**src/rtl/iiitb_pwm_capture_pkg.sv**
```systemverilog
// Shared types and constants for the iiitb PWM generator / capture pair.
package iiitb_pwm_pkg;

    typedef enum logic {
        IDLE = 1'b0,
        RUN  = 1'b1
    } state_t;

    localparam int DUTY_W    = 7;
    localparam int PCT_SCALE = 100;
    localparam int DIV_STEPS = 7;

    // Generator defaults, so loopback checks speak the same units.
    localparam int GEN_DUTY_STEP = 10;
    localparam int GEN_PERIOD    = 10;

endpackage

```
**src/rtl/iiitb_pwm_capture_div.sv**
```systemverilog
// Sequential restoring divider: quot = floor(num / den), one quotient bit per cycle.
// Relies on num < 2^DIV_STEPS * den, which holds because high time never exceeds period.
module iiitb_pwm_div
    import iiitb_pwm_pkg::*;
#(
    parameter int NUM_W = 23,
    parameter int DEN_W = 16
) (
    input  logic              clk,
    input  logic              rst_n,
    input  logic              start,
    input  logic [NUM_W-1:0]  num,
    input  logic [DEN_W-1:0]  den,
    output logic              busy,
    output logic              done,
    output logic [DUTY_W-1:0] quot
);
    localparam int                STEP_W    = $clog2(DIV_STEPS);
    localparam logic [STEP_W-1:0] LAST_STEP = STEP_W'(DIV_STEPS - 1);

    logic [NUM_W-1:0]  r_rem;
    logic [NUM_W-1:0]  r_den_sh;
    logic [DUTY_W-2:0] r_q;
    logic [STEP_W-1:0] r_step;
    logic              r_busy;
    logic              w_ge;
    logic [NUM_W-1:0]  w_den_ext;

    assign w_den_ext = NUM_W'(den);
    assign w_ge      = (r_rem >= r_den_sh);

    always_ff @(posedge clk or negedge rst_n) begin
        if (!rst_n) begin
            r_rem    <= '0;
            r_den_sh <= '0;
            r_q      <= '0;
            r_step   <= '0;
            r_busy   <= 1'b0;
        end else if (r_busy) begin
            if (w_ge) begin
                r_rem <= r_rem - r_den_sh;
            end
            r_den_sh <= r_den_sh >> 1;
            r_q      <= {r_q[DUTY_W-3:0], w_ge};
            r_step   <= r_step + STEP_W'(1);
            if (r_step == LAST_STEP) begin
                r_busy <= 1'b0;
            end
        end else if (start) begin
            r_rem    <= num;
            r_den_sh <= w_den_ext << (DIV_STEPS - 1);
            r_q      <= '0;
            r_step   <= '0;
            r_busy   <= 1'b1;
        end
    end

    // The final quotient bit is resolved combinationally in the last step.
    assign busy = r_busy;
    assign done = r_busy && (r_step == LAST_STEP);
    assign quot = {r_q, w_ge};

endmodule

```
**src/rtl/iiitb_pwm_capture.sv**
```systemverilog
// PWM capture: measures period, high time and duty percentage of an asynchronous PWM input.
//   state | meaning
//   IDLE  | waiting for the first rising edge; counters held at 0
//   RUN   | counting between rising edges; each rise captures and reloads
module iiitb_pwm_capture
    import iiitb_pwm_pkg::*;
#(
    parameter int CNT_W       = 16,
    parameter int SYNC_STAGES = 2
) (
    input  logic              clk,
    input  logic              rst_n,
    input  logic              pwm_in,
    output logic [CNT_W-1:0]  period_out,
    output logic [CNT_W-1:0]  high_out,
    output logic [DUTY_W-1:0] duty_pct,
    output logic              meas_valid,
    output logic              stuck,
    output logic              overrun,
    output logic              busy
);
    localparam int               NUM_W   = CNT_W + DIV_STEPS;
    localparam logic [CNT_W-1:0] CNT_MAX = '1;
    localparam logic [CNT_W-1:0] CNT_ONE = CNT_W'(1);

    state_t                   r_state;
    state_t                   w_state_nxt;
    logic [SYNC_STAGES-1:0]   r_sync;
    logic                     r_pwm_d;
    logic [CNT_W-1:0]         r_per;
    logic [CNT_W-1:0]         r_hi;
    logic [CNT_W-1:0]         r_cap_per;
    logic [CNT_W-1:0]         r_cap_hi;
    logic                     w_pwm_s;
    logic                     w_rise;
    logic                     w_timeout;
    logic                     w_start;
    logic                     w_div_busy;
    logic                     w_div_done;
    logic [DUTY_W-1:0]        w_quot;
    logic [NUM_W-1:0]         w_num;

    assign w_pwm_s   = r_sync[SYNC_STAGES-1];
    assign w_rise    = w_pwm_s & ~r_pwm_d;
    assign w_timeout = (r_state == RUN) && !w_rise && (r_per == CNT_MAX);
    assign w_start   = (r_state == RUN) && w_rise && !w_div_busy;
    assign w_num     = NUM_W'(r_hi) * NUM_W'(PCT_SCALE);

    always_ff @(posedge clk or negedge rst_n) begin
        if (!rst_n) begin
            r_sync  <= '0;
            r_pwm_d <= 1'b0;
        end else begin
            r_sync  <= {r_sync[SYNC_STAGES-2:0], pwm_in};
            r_pwm_d <= w_pwm_s;
        end
    end

    always_ff @(posedge clk or negedge rst_n) begin
        if (!rst_n) begin
            r_state <= IDLE;
        end else begin
            r_state <= w_state_nxt;
        end
    end

    always_comb begin
        w_state_nxt = r_state;
        case (r_state)
            IDLE:    if (w_rise)    w_state_nxt = RUN;
            RUN:     if (w_timeout) w_state_nxt = IDLE;
            default: w_state_nxt = IDLE;
        endcase
    end

    // A rise always reloads, even when its capture is dropped for overrun.
    always_ff @(posedge clk or negedge rst_n) begin
        if (!rst_n) begin
            r_per <= '0;
            r_hi  <= '0;
        end else if (w_rise) begin
            r_per <= CNT_ONE;
            r_hi  <= CNT_ONE;
        end else if (r_state == IDLE || w_timeout) begin
            r_per <= '0;
            r_hi  <= '0;
        end else begin
            if (r_per != CNT_MAX) begin
                r_per <= r_per + CNT_ONE;
            end
            if (w_pwm_s && (r_hi != CNT_MAX)) begin
                r_hi <= r_hi + CNT_ONE;
            end
        end
    end

    always_ff @(posedge clk or negedge rst_n) begin
        if (!rst_n) begin
            r_cap_per <= '0;
            r_cap_hi  <= '0;
            overrun   <= 1'b0;
        end else begin
            if (w_start) begin
                r_cap_per <= r_per;
                r_cap_hi  <= r_hi;
            end
            if ((r_state == RUN) && w_rise && w_div_busy) begin
                overrun <= 1'b1;
            end
        end
    end

    always_ff @(posedge clk or negedge rst_n) begin
        if (!rst_n) begin
            period_out <= '0;
            high_out   <= '0;
            duty_pct   <= '0;
            meas_valid <= 1'b0;
            stuck      <= 1'b0;
        end else if (w_div_done) begin
            period_out <= r_cap_per;
            high_out   <= r_cap_hi;
            duty_pct   <= w_quot;
            meas_valid <= 1'b1;
            stuck      <= 1'b0;
        end else if (w_timeout) begin
            period_out <= '0;
            high_out   <= '0;
            duty_pct   <= w_pwm_s ? DUTY_W'(PCT_SCALE) : '0;
            meas_valid <= 1'b1;
            stuck      <= 1'b1;
        end else begin
            meas_valid <= 1'b0;
        end
    end

    assign busy = w_div_busy;

    iiitb_pwm_div #(
        .NUM_W (NUM_W),
        .DEN_W (CNT_W)
    ) u_div (
        .clk   (clk),
        .rst_n (rst_n),
        .start (w_start),
        .num   (w_num),
        .den   (r_per),
        .busy  (w_div_busy),
        .done  (w_div_done),
        .quot  (w_quot)
    );

endmodule
```
**config.mk**
```make
export PLATFORM = sky130hd
export DESIGN_NAME = iiitb_pwm_capture
export DESIGN_NICKNAME = d
export VERILOG_FILES = /design/src/rtl/iiitb_pwm_capture_pkg.sv /design/src/rtl/iiitb_pwm_capture_div.sv /design/src/rtl/iiitb_pwm_capture.sv
export SDC_FILE = /design/constraint.sdc
export NUM_CORES = 1
export LEC_CHECK = 0
export CAP_MARGIN = 20
export CORE_UTILIZATION = 66
export CTS_CLUSTER_SIZE = 28
export DETAILED_ROUTE_END_ITERATION = 10
export PLACE_DENSITY = 0.86
export SLEW_MARGIN = 20
export SYNTH_ARGS = -nofsm -noshare
export SYNTH_HDL_FRONTEND = slang
export SYNTH_SLANG_ARGS = --single-unit
export TNS_END_PERCENT = 100
```
**constraint.sdc**
```tcl
create_clock -name clk -period 8.8 [get_ports clk]
set_clock_uncertainty 0.05 [all_clocks]
set_input_delay 1.32 -clock clk [delete_from_list [all_inputs] [get_ports clk]]
set_output_delay 1.32 -clock clk [all_outputs]
set_load 0.05 [all_outputs]
```
# Word-level counts from Yosys, hierarchy flattened
# Index checks and enable logic that the tools add are counted.
dict set report classes {
  bitwise 3
  order_cmp 1
  add_sub_neg 4
  mul 1
  n_mux 31
  eq_ne 5
  reduce_logical 15
}
# cell n
set ops {}
lappend ops {{$mux 16} 9}
lappend ops {{$mux 23} 5}
lappend ops {{$add 16x1->16 const B} 2}
lappend ops {{$ne 16x16->1 const B} 2}
lappend ops {{$ge 23x23->1} 1}
lappend ops {{$sub 23x23->23} 1}
lappend ops {{$mul 16x5->21 const B} 1}
lappend ops {{$mux 7} 3}
lappend ops {{$eq 16x16->1 const B} 1}
lappend ops {{$mux 6} 2}
lappend ops {{$mux 1} 9}
lappend ops {{$logic_and 1x1->1} 7}
lappend ops {{$mux 3} 2}
lappend ops {{$reduce_bool 3->1} 2}
lappend ops {{$reduce_bool 2->1} 2}
lappend ops {{$add 3x1->3 const B} 1}
lappend ops {{$eq 3x3->1 const B} 1}
lappend ops {{$logic_not 1->1} 2}
lappend ops {{$ne 2x2->1 const B} 1}
lappend ops {{$not 1->1} 2}
lappend ops {{$pmux 1 s2} 1}
lappend ops {{$reduce_and 2->1} 1}
lappend ops {{$and 1x1->1} 1}
lappend ops {{$logic_or 1x1->1} 1}
dict set report word_totals {
  output_inout_bits 43
  ff_bits 166
  elab_cells 78
  input_bits 3
}

# Logic depth before layout (Yosys ltp)
dict set report logic_depth {
  ltp_word 8
  depth_mapped 14
  depth_no_buf 14
}

# Hierarchy
# From an unflattened synthesis, not the netlist that was laid out.
dict set report unflattened {
  cells_unflattened 1007
  hier_area_um2 9751.9
}
# module instances area_each_um2 cells_each
set modules_own_cells {}
lappend modules_own_cells {iiitb_pwm_capture 1 6090.8 594}
lappend modules_own_cells {iiitb_pwm_div 1 3661.0 413}

# Worst setup path after synthesis
# No wires, ideal clock.
dict set report synth_timing {
  path_kind {reg2reg}
  start {reg r_hi[6]}
  end {reg u_div.r_rem[22]}
  period_less_slack_ps 3508
  required_time_ps 8626
  path_buffers 0
  t_arrival_ps 3334
  stages_incl_launch_ff 15
  path_slack_ps 5292
  cell_sequence {dfrtp_1 -> ha_1 -> ha_1 -> inv_1 -> fa_1 -> inv_1 -> ha_1 -> or2_2 -> a21oi_1 -> a21oi_1 -> a41oi_1 -> o21ai_0 -> a21oi_1 -> mux2i_1 -> a211o_1}
}
dict set report synth_via {
  elab_chain_len 3
}
# element line
set synth_lines {}
lappend synth_lines {{start, declared} iiitb_pwm_capture.sv:31} ;# logic [CNT_W-1:0] r_hi;
lappend synth_lines {{start signal, assigned} iiitb_pwm_capture.sv:92} ;# r_hi <= r_hi + CNT_ONE;
lappend synth_lines {{$mul 16x5->21} iiitb_pwm_capture.sv:47} ;# assign w_num = NUM_W'(r_hi) * NUM_W'(PCT_SCALE);
lappend synth_lines {{$mux 23} iiitb_pwm_capture_div.sv:49} ;# end else if (start) begin
lappend synth_lines {{$mux 23} iiitb_pwm_capture_div.sv:39} ;# end else if (r_busy) begin
lappend synth_lines {{end signal, assigned} iiitb_pwm_capture_div.sv:41} ;# r_rem <= r_rem - r_den_sh;
lappend synth_lines {{end signal, assigned} iiitb_pwm_capture_div.sv:50} ;# r_rem <= num;
lappend synth_lines {{end, declared} iiitb_pwm_capture_div.sv:21} ;# logic [NUM_W-1:0] r_rem;
# No other way between the ends. The select of a mux whose other input is x is not followed.
# A chain may end at the register's enable or synchronous reset.

# Final worst setup path
dict set report layout_timing {
  start {reg u_div.r_busy (netlist: u_div.busy)}
  end {out busy}
}
# element line
set layout_lines {}
lappend layout_lines {{start, declared} iiitb_pwm_capture_div.sv:25} ;# logic r_busy;
lappend layout_lines {{start signal, assigned} iiitb_pwm_capture_div.sv:38} ;# r_busy <= 1'b0;
lappend layout_lines {{start signal, assigned} iiitb_pwm_capture_div.sv:47} ;# r_busy <= 1'b0;
lappend layout_lines {{start signal, assigned} iiitb_pwm_capture_div.sv:54} ;# r_busy <= 1'b1;
lappend layout_lines {{end, declared} iiitb_pwm_capture.sv:20} ;# output logic busy
# No word-level cell between the ends.

==> results.cfg <==
[outcome]
status = completed

[timing]
final-setup-viol-count = 0
slew_headroom = 0.324
max_freq_mhz = 245
rsz0062_at_grt = no
tns_ps = 0
finalHoldViolations = 0
worst_pin_slew_ps = 1010
slew_violations = 0
post-route-min-period_ps = 4070
finalCritPeriodShare = 0.463

[synthesis]
ys_ff_latch = 165
syn_nets = 1114
synth_edf_count = 0
ys_seq_area_frac = 0.429
avgSynthCellArea_um2 = 9.41
ys_types = 64
yosys_warnings = 0
synth-async-reset-ratio = 1.00
netlist_area_um2 = 9620
netlist_instances = 1022
synthFlopType = dfrtp_1

[floorplan]
pin_count = 46
start_util = 0.685
die_area_um2 = 15100
rows = 43
die_h_um = 123
core_area_um2 = 14000
die-width_um = 123

[global_route]
grt_pass1_wl_um = 35900
antenna_found_initial = 0
grt_max_degree = 97
grt_use_total = 0.314
grt_pass1_vias = 7199
overflow = 0

[power]
p_leak_nw = 5.09
p_clk_frac = 0.223
peakVddDrop_uv = 208
p_per_area_nw_per_um2 = 302
power_mw = 3.24
seq_power_share = 0.325
pwr-share-comb = 0.452
intPower_mw = 1.90
switching_share = 0.414
switchingPower_mw = 1.34

[final_layout]
multi_input_comb_area_um2 = 4970
antenna_cells = 0
ff_latch_area_um2 = 4130
drive_above_1_share = 0.0893
fin_util = 0.763
fillers = 901
layout.nets = 1143
area_growth_pct = 11.4

[clock_network]
cts_setup_buffers = 0
clkSinkCount = 165
path_clk_slew_ps = 70
cts_hold_repair.buffers = 0
cts-root-buf = clkbuf_16
cts_buffer_depth = 2
cts_buffers = 17
cts_tree = yes
worstSkewPairLatency_ps = 430
htree_levels = 4
ctsResizeCount = 0

[setup_path]
critPathBufInv = 2
crit_chain = buf_4 -> clkdlybuf4s50_1
cp_top_family = buffers and inverters
slowest_delay_ps = 950
endpoint_kind = output port
reg2reg_depth = 13
crit_required_ps = 7430
reg2reg_from = r_hi[8]$_DFFE_PN0P_
ff2ff_setup_slack_ps = 4930
critPathSlowestCell = clkdlybuf4s50_1
cp.arrival_ps = 2700
start_kind = register
path_max_fanout = 89
rr_endpoint = u_div.r_rem[19]$_DFFE_PN0P_
worst-setup-path-type = register to output port

[min_path]
worstHoldEndpoint = r_sync[1]$_DFF_PN0_
holdPathStages = 0
min-delay-start = r_sync[0]$_DFF_PN0_
min_path_type = register to register

[route]
drt-total-wl_um = 22400
drc = 0
wl_per_cell_um = 18.0
drtIter0Drc = 668
ant_nets = 0
drt_first_pass_iters = 6
post_drt_via_cell_ratio = 6.03
vias = 7504

[job]
drv_cap = 0

[placed_design]
port_buffers = 45
dpl.hpwl_um = 15600
routabilityCongestion = 0.919
## synth_stat cells (5+ instances only)
| cell type | n | area, µm² |
|---|---|---|
| nor3_1 | 8 | 40.0 |
| a21oi_1 | 72 | 360 |
| a21o_1 | 12 | 90.1 |
| a211o_1 | 5 | 43.8 |
| xnor2_1 | 31 | 272 |
| and3_1 | 7 | 43.8 |
| a31oi_1 | 7 | 43.8 |
| clkbuf_1 | 28 | 105 |
| buf_2 | 5 | 25.0 |
| a211oi_1 | 6 | 45.0 |
| dfrtp_1 | 165 | 4130 |
| xor2_1 | 27 | 236 |
| nand2b_1 | 6 | 37.5 |
| ha_1 | 77 | 963 |
| mux2_2 | 35 | 394 |
| nand3_1 | 18 | 90.1 |
| nor2_1 | 85 | 319 |
| buf_6 | 5 | 56.3 |
| o31ai_1 | 6 | 45.0 |
| mux2i_1 | 12 | 120 |
| fa_1 | 12 | 240 |
| nand2_1 | 144 | 541 |
| nand3b_1 | 5 | 37.5 |
| nand4_1 | 11 | 68.8 |
| inv_1 | 81 | 304 |
| o21ai_0 | 80 | 400 |
## how the worst max path moves through the flow
| stage | startpoint | endpoint | slack, ps | cells after the start |
|---|---|---|---|---|
| CTS | u_div.busy$_DFF_PN0_ | busy | 4770 | 2 |
| finish | u_div.busy$_DFF_PN0_ | busy | 4730 | 2 |
| floorplan | r_hi[6]$_DFFE_PN0P_ | u_div.r_rem[22]$_DFFE_PN0P_ | 5290 | 14 |
| detailed placement | r_hi[8]$_DFFE_PN0P_ | u_div.r_rem[19]$_DFFE_PN0P_ | 4990 | 13 |
| global route | u_div.busy$_DFF_PN0_ | busy | 4610 | 2 |
| global placement | r_hi[6]$_DFFE_PN0P_ | u_div.r_rem[22]$_DFFE_PN0P_ | 5120 | 14 |
## cells in the final DEF (no fill, tap or decap), types with 6 or more instances in the layout
master	instances
dfrtp_1	164
nand2_1	144
nor2_1	84
inv_1	81
o21ai_0	80
ha_1	77
a21oi_1	72
clkdlybuf4s50_1	44
mux2_2	35
xnor2_1	31
xor2_1	27
nand3_1	18
clkbuf_16	17
a21o_1	12
mux2i_1	12
fa_1	12
nand4_1	11
nor3_1	8
buf_4	8
and3_1	7
a31oi_1	7
nand2b_1	6
a211oi_1	6
o31ai_1	6
## cell families after synthesis
logic type | share of synthesized area
and+or+nand+nor | 0.144
muxes | 0.0534
xor gates and xnor gates | 0.0528
adders and majority gates | 0.125
AOI/OAI and AO/OA | 0.141
DFF | 0.429
buffers and inverters | 0.0542
## through the flow
step | setup slack (ps) | cells | hold WS (ps) | cell area [µm²]
2_1_floorplan | 5290 | 1022 | 281 | 9620
5_1_grt | 4610 | 1244 | 319 | 10700
6_report | 4730 | 1244 | 308 | 10700
3_3_place_gp | 5120 | 1212 | 286 | 10100
4_1_cts | 4770 | 1244 | 307 | 10700
3_5_place_dp | 4990 | 1212 | 290 | 10100
## metal layers
layer	vias to the layer above	global-route usage	share of wire
met5	-	0	0
met4	0	0.122	0.026
met3	52	0.0520	0.043
met2	264	0.526	0.50
met1	3634	0.408	0.43
li1	3554	-	-
## sequential cells by signal (all words and copies together) (netlist names), 2 cells and up
name,flops
period_out,16
u_div.r_step,3
u_div.r_den_sh,22
duty_pct,7
r_cap_per,16
r_cap_hi,16
r_hi,16
u_div.r_q,6
r_sync,2
r_per,16
u_div.r_rem,23
high_out,16
## power by group through the flow
| stage | clock [mW] | sequential [mW] | combinational (mW) |
|---|---|---|---|
| after floorplan | 0 | 1.13 | 1.03 |
| after global placement | 0 | 1.05 | 1.39 |
| after detailed placement | 0 | 1.06 | 1.43 |
| after CTS | 0.727 | 1.05 | 1.45 |
| after global routing | 0.758 | 1.07 | 1.60 |
| final | 0.722 | 1.05 | 1.46 |
## layout make-up
cell class / instances / area share
multi-input cells: 733 / 0.464
inverters: 81 / 0.0284
well taps: 180 / 0.0210
clock buffers: 20 / 0.0435
repair buffers: 53 / 0.0477
flip-flops and latches: 165 / 0.385
clock inverters: 12 / 0.0102
No activity file was read; power rests on OpenSTA's default activity.
==> edit, RTL diff (config.mk and constraints unchanged) <==
`DUTY_W`: 7 -> 5.
--- a/src/rtl/iiitb_pwm_capture_pkg.sv
+++ b/src/rtl/iiitb_pwm_capture_pkg.sv
@@ -8,3 +8,3 @@
 
-    localparam int DUTY_W    = 7;
+    localparam int DUTY_W    = 5;
     localparam int PCT_SCALE = 100;
Interface: changed (resized duty_pct); port bits go from 46 to 44. No check against the original RTL was run, so the function may have changed too.
==> edit against the original RTL <==
- setup slack better by 0.30 ns
- cell area shrank 0.34%
- routed wire length fell by 2.8%
- area after synthesis fell by 0.83%
- register-to-register slack better by 0.09 ns
- power is 0.95% higher
- sequential cell count is 4 lower
- largest power group unchanged
==> edit: results (changes against the original RTL) <==
layout cells sized above 1 9.38% (+0.45 points); nonclk buf count 51 (-3.8%); CP Max Fanout 9 (-90%); Post-synth top cells dfrtp_1 (161), nand2_1 (142), nor2_1 (95), inv_1 (82), ha_1 (77); R2R cell count 12 (-1); routed via count 7414 (-1.2%); worst slew pin tran 0.999 ns (-0.0128 ns); Most used DFF post-synth dfrtp_1; Logic inverters 82 (+1.2%); warnings from Yosys 0 (unchanged); Global Route met2 Usage 52.8% (+0.14 points); cells taking the most area after synthesis dfrtp_1 (42%), ha_1 (10%), nand2_1 (5.6%); sequential share of the synthesized area 42.2% (-0.69 points); total CTS buffers 17 (unchanged); Register Area 4030 um^2 (-2.4%); sequential cells 161 (-2.4%); number of H-tree levels 4 (unchanged); via/cell ratio 6.00 (-0.56%); Max VDD drop 0.231 mV (+11%); first-pass GRT wire length 35.8 mm (-0.35%); fillers 908 (+0.78%); metal2 WL 10.9 mm (-1.8%); Top Family by Delay on Critical Path compound AO/OA/AOI/OAI gates; Mean Syn Cell Area 9.38 um^2 (-0.34%); Post-DP HPWL 15.0 mm (-3.9%); M1 WL 9.37 mm (-3.4%); met3 GRT Util 5.81% (+0.60 points); TritonRoute pass-1 iters 5 (-1); Clock buffer cells 19 (-5.0%); placer congestion estimate 0.900 (-2.1%); critical path's largest stage delay 0.51 ns (-0.44 ns); area of the multi-input gates 5010 um^2 (+0.81%); met3 wire length 932 um (-4.1%); Multi-input comb cells 730 (-0.41%); largest net degree at the start of global routing 111 (+14%); hold depth 0 (unchanged); biggest regs u_div.r_rem x23, u_div.r_den_sh x22; slowest CP cell dfrtp_1; static leakage 0.00506 uW (-0.50%); clk cell area share 5.55% (+0.18 points); Placed Cells 1203 (-0.74%); outcome complete, no violations; Signal buf overhead 4.79% (+0.016 points); PostCTS Resize Cnt 0 (unchanged); Post-Place Cell Area 10100 um^2 (-0.81%); Netlist cell types 62 (-3.1%); syn_nets 1109 (-0.45%); met1 Usage GRT 39.3% (-1.5 points); die area 14900 um^2 (-0.82%); post-CTS setup buffer count 0 (unchanged); port bufs 43 (-4.4%); Starting DRT DRC Count 535 (-20%); max layer used met4; routed wire length 21.8 mm (-2.8%); Layout area overhead 12.0%; CP arrival 4.08 ns (+1.38 ns); GRT Util Overall 31.1% (-0.37 points); initial antenna violation count 0 (unchanged)
## edit: cell count changes in the layout (fill, tap and decap cells not counted), moves of 3 or more
cell,before,now
a21o_1,12,16
nor2_1,84,94
a21oi_1,72,66
and4_1,4,1
dfrtp_1,164,160
mux2_4,0,3
o21ai_0,80,72
nand3_1,18,24
a211o_1,5,2
o22ai_1,4,0
xor2_1,27,31
a21boi_0,4,0
## edit: where the power goes
| part | total (uW) | switching [uW] | internal (uW) | leakage (uW) |
|---|---|---|---|---|
| registers | 1030 | 134 | 898 | 0.00213 |
| clock network | 745 | 330 | 415 | 0.000287 |
| logic | 1490 | 882 | 612 | 0.00265 |
## edit: logic make-up (layout without fill, tap and decap cells)
| group | count (synthesis) | after routing | share of synthesized area, % |
|---|---|---|---|
| XOR/XNOR | 62 | 62 | 5.69 |
| buffers and inverters | 126 | 165 | 5.27 |
| adder cells (fa/ha/maj) | 89 | 89 | 12.6 |
| flip-flops | 161 | 161 | 42.2 |
| multiplexers | 49 | 49 | 5.73 |
| AO/OA/AOI/OAI | 210 | 210 | 13.7 |
| AND/OR/NAND/NOR | 320 | 320 | 14.8 |
## edit: final timing paths
| kind | startpoint | end | slack [ns] |
|---|---|---|---|
| max reg2reg | r_hi[0] | u_div.r_rem[22] | 5.02 |
| min reg2reg | r_sync[0] | r_sync[1] | 0.30 |
| min | r_sync[0] | r_sync[1] | 0.30 |
| min in group asynchronous | rst_n | u_div.r_den_sh[14] | 0.93 |
| max | r_hi[0] | u_div.r_rem[22] | 5.02 |
| max in group asynchronous | rst_n | r_cap_hi[2] | 6.56 |
## edit: metrics by stage
stage                     hold slack [ns]  worst slack [ns]
after floorplan                     0.281              5.42
after global placement              0.282              5.23
after detailed placement            0.287              5.08
after CTS                           0.301              5.03
after global routing                0.303              4.77
final                               0.303              5.02
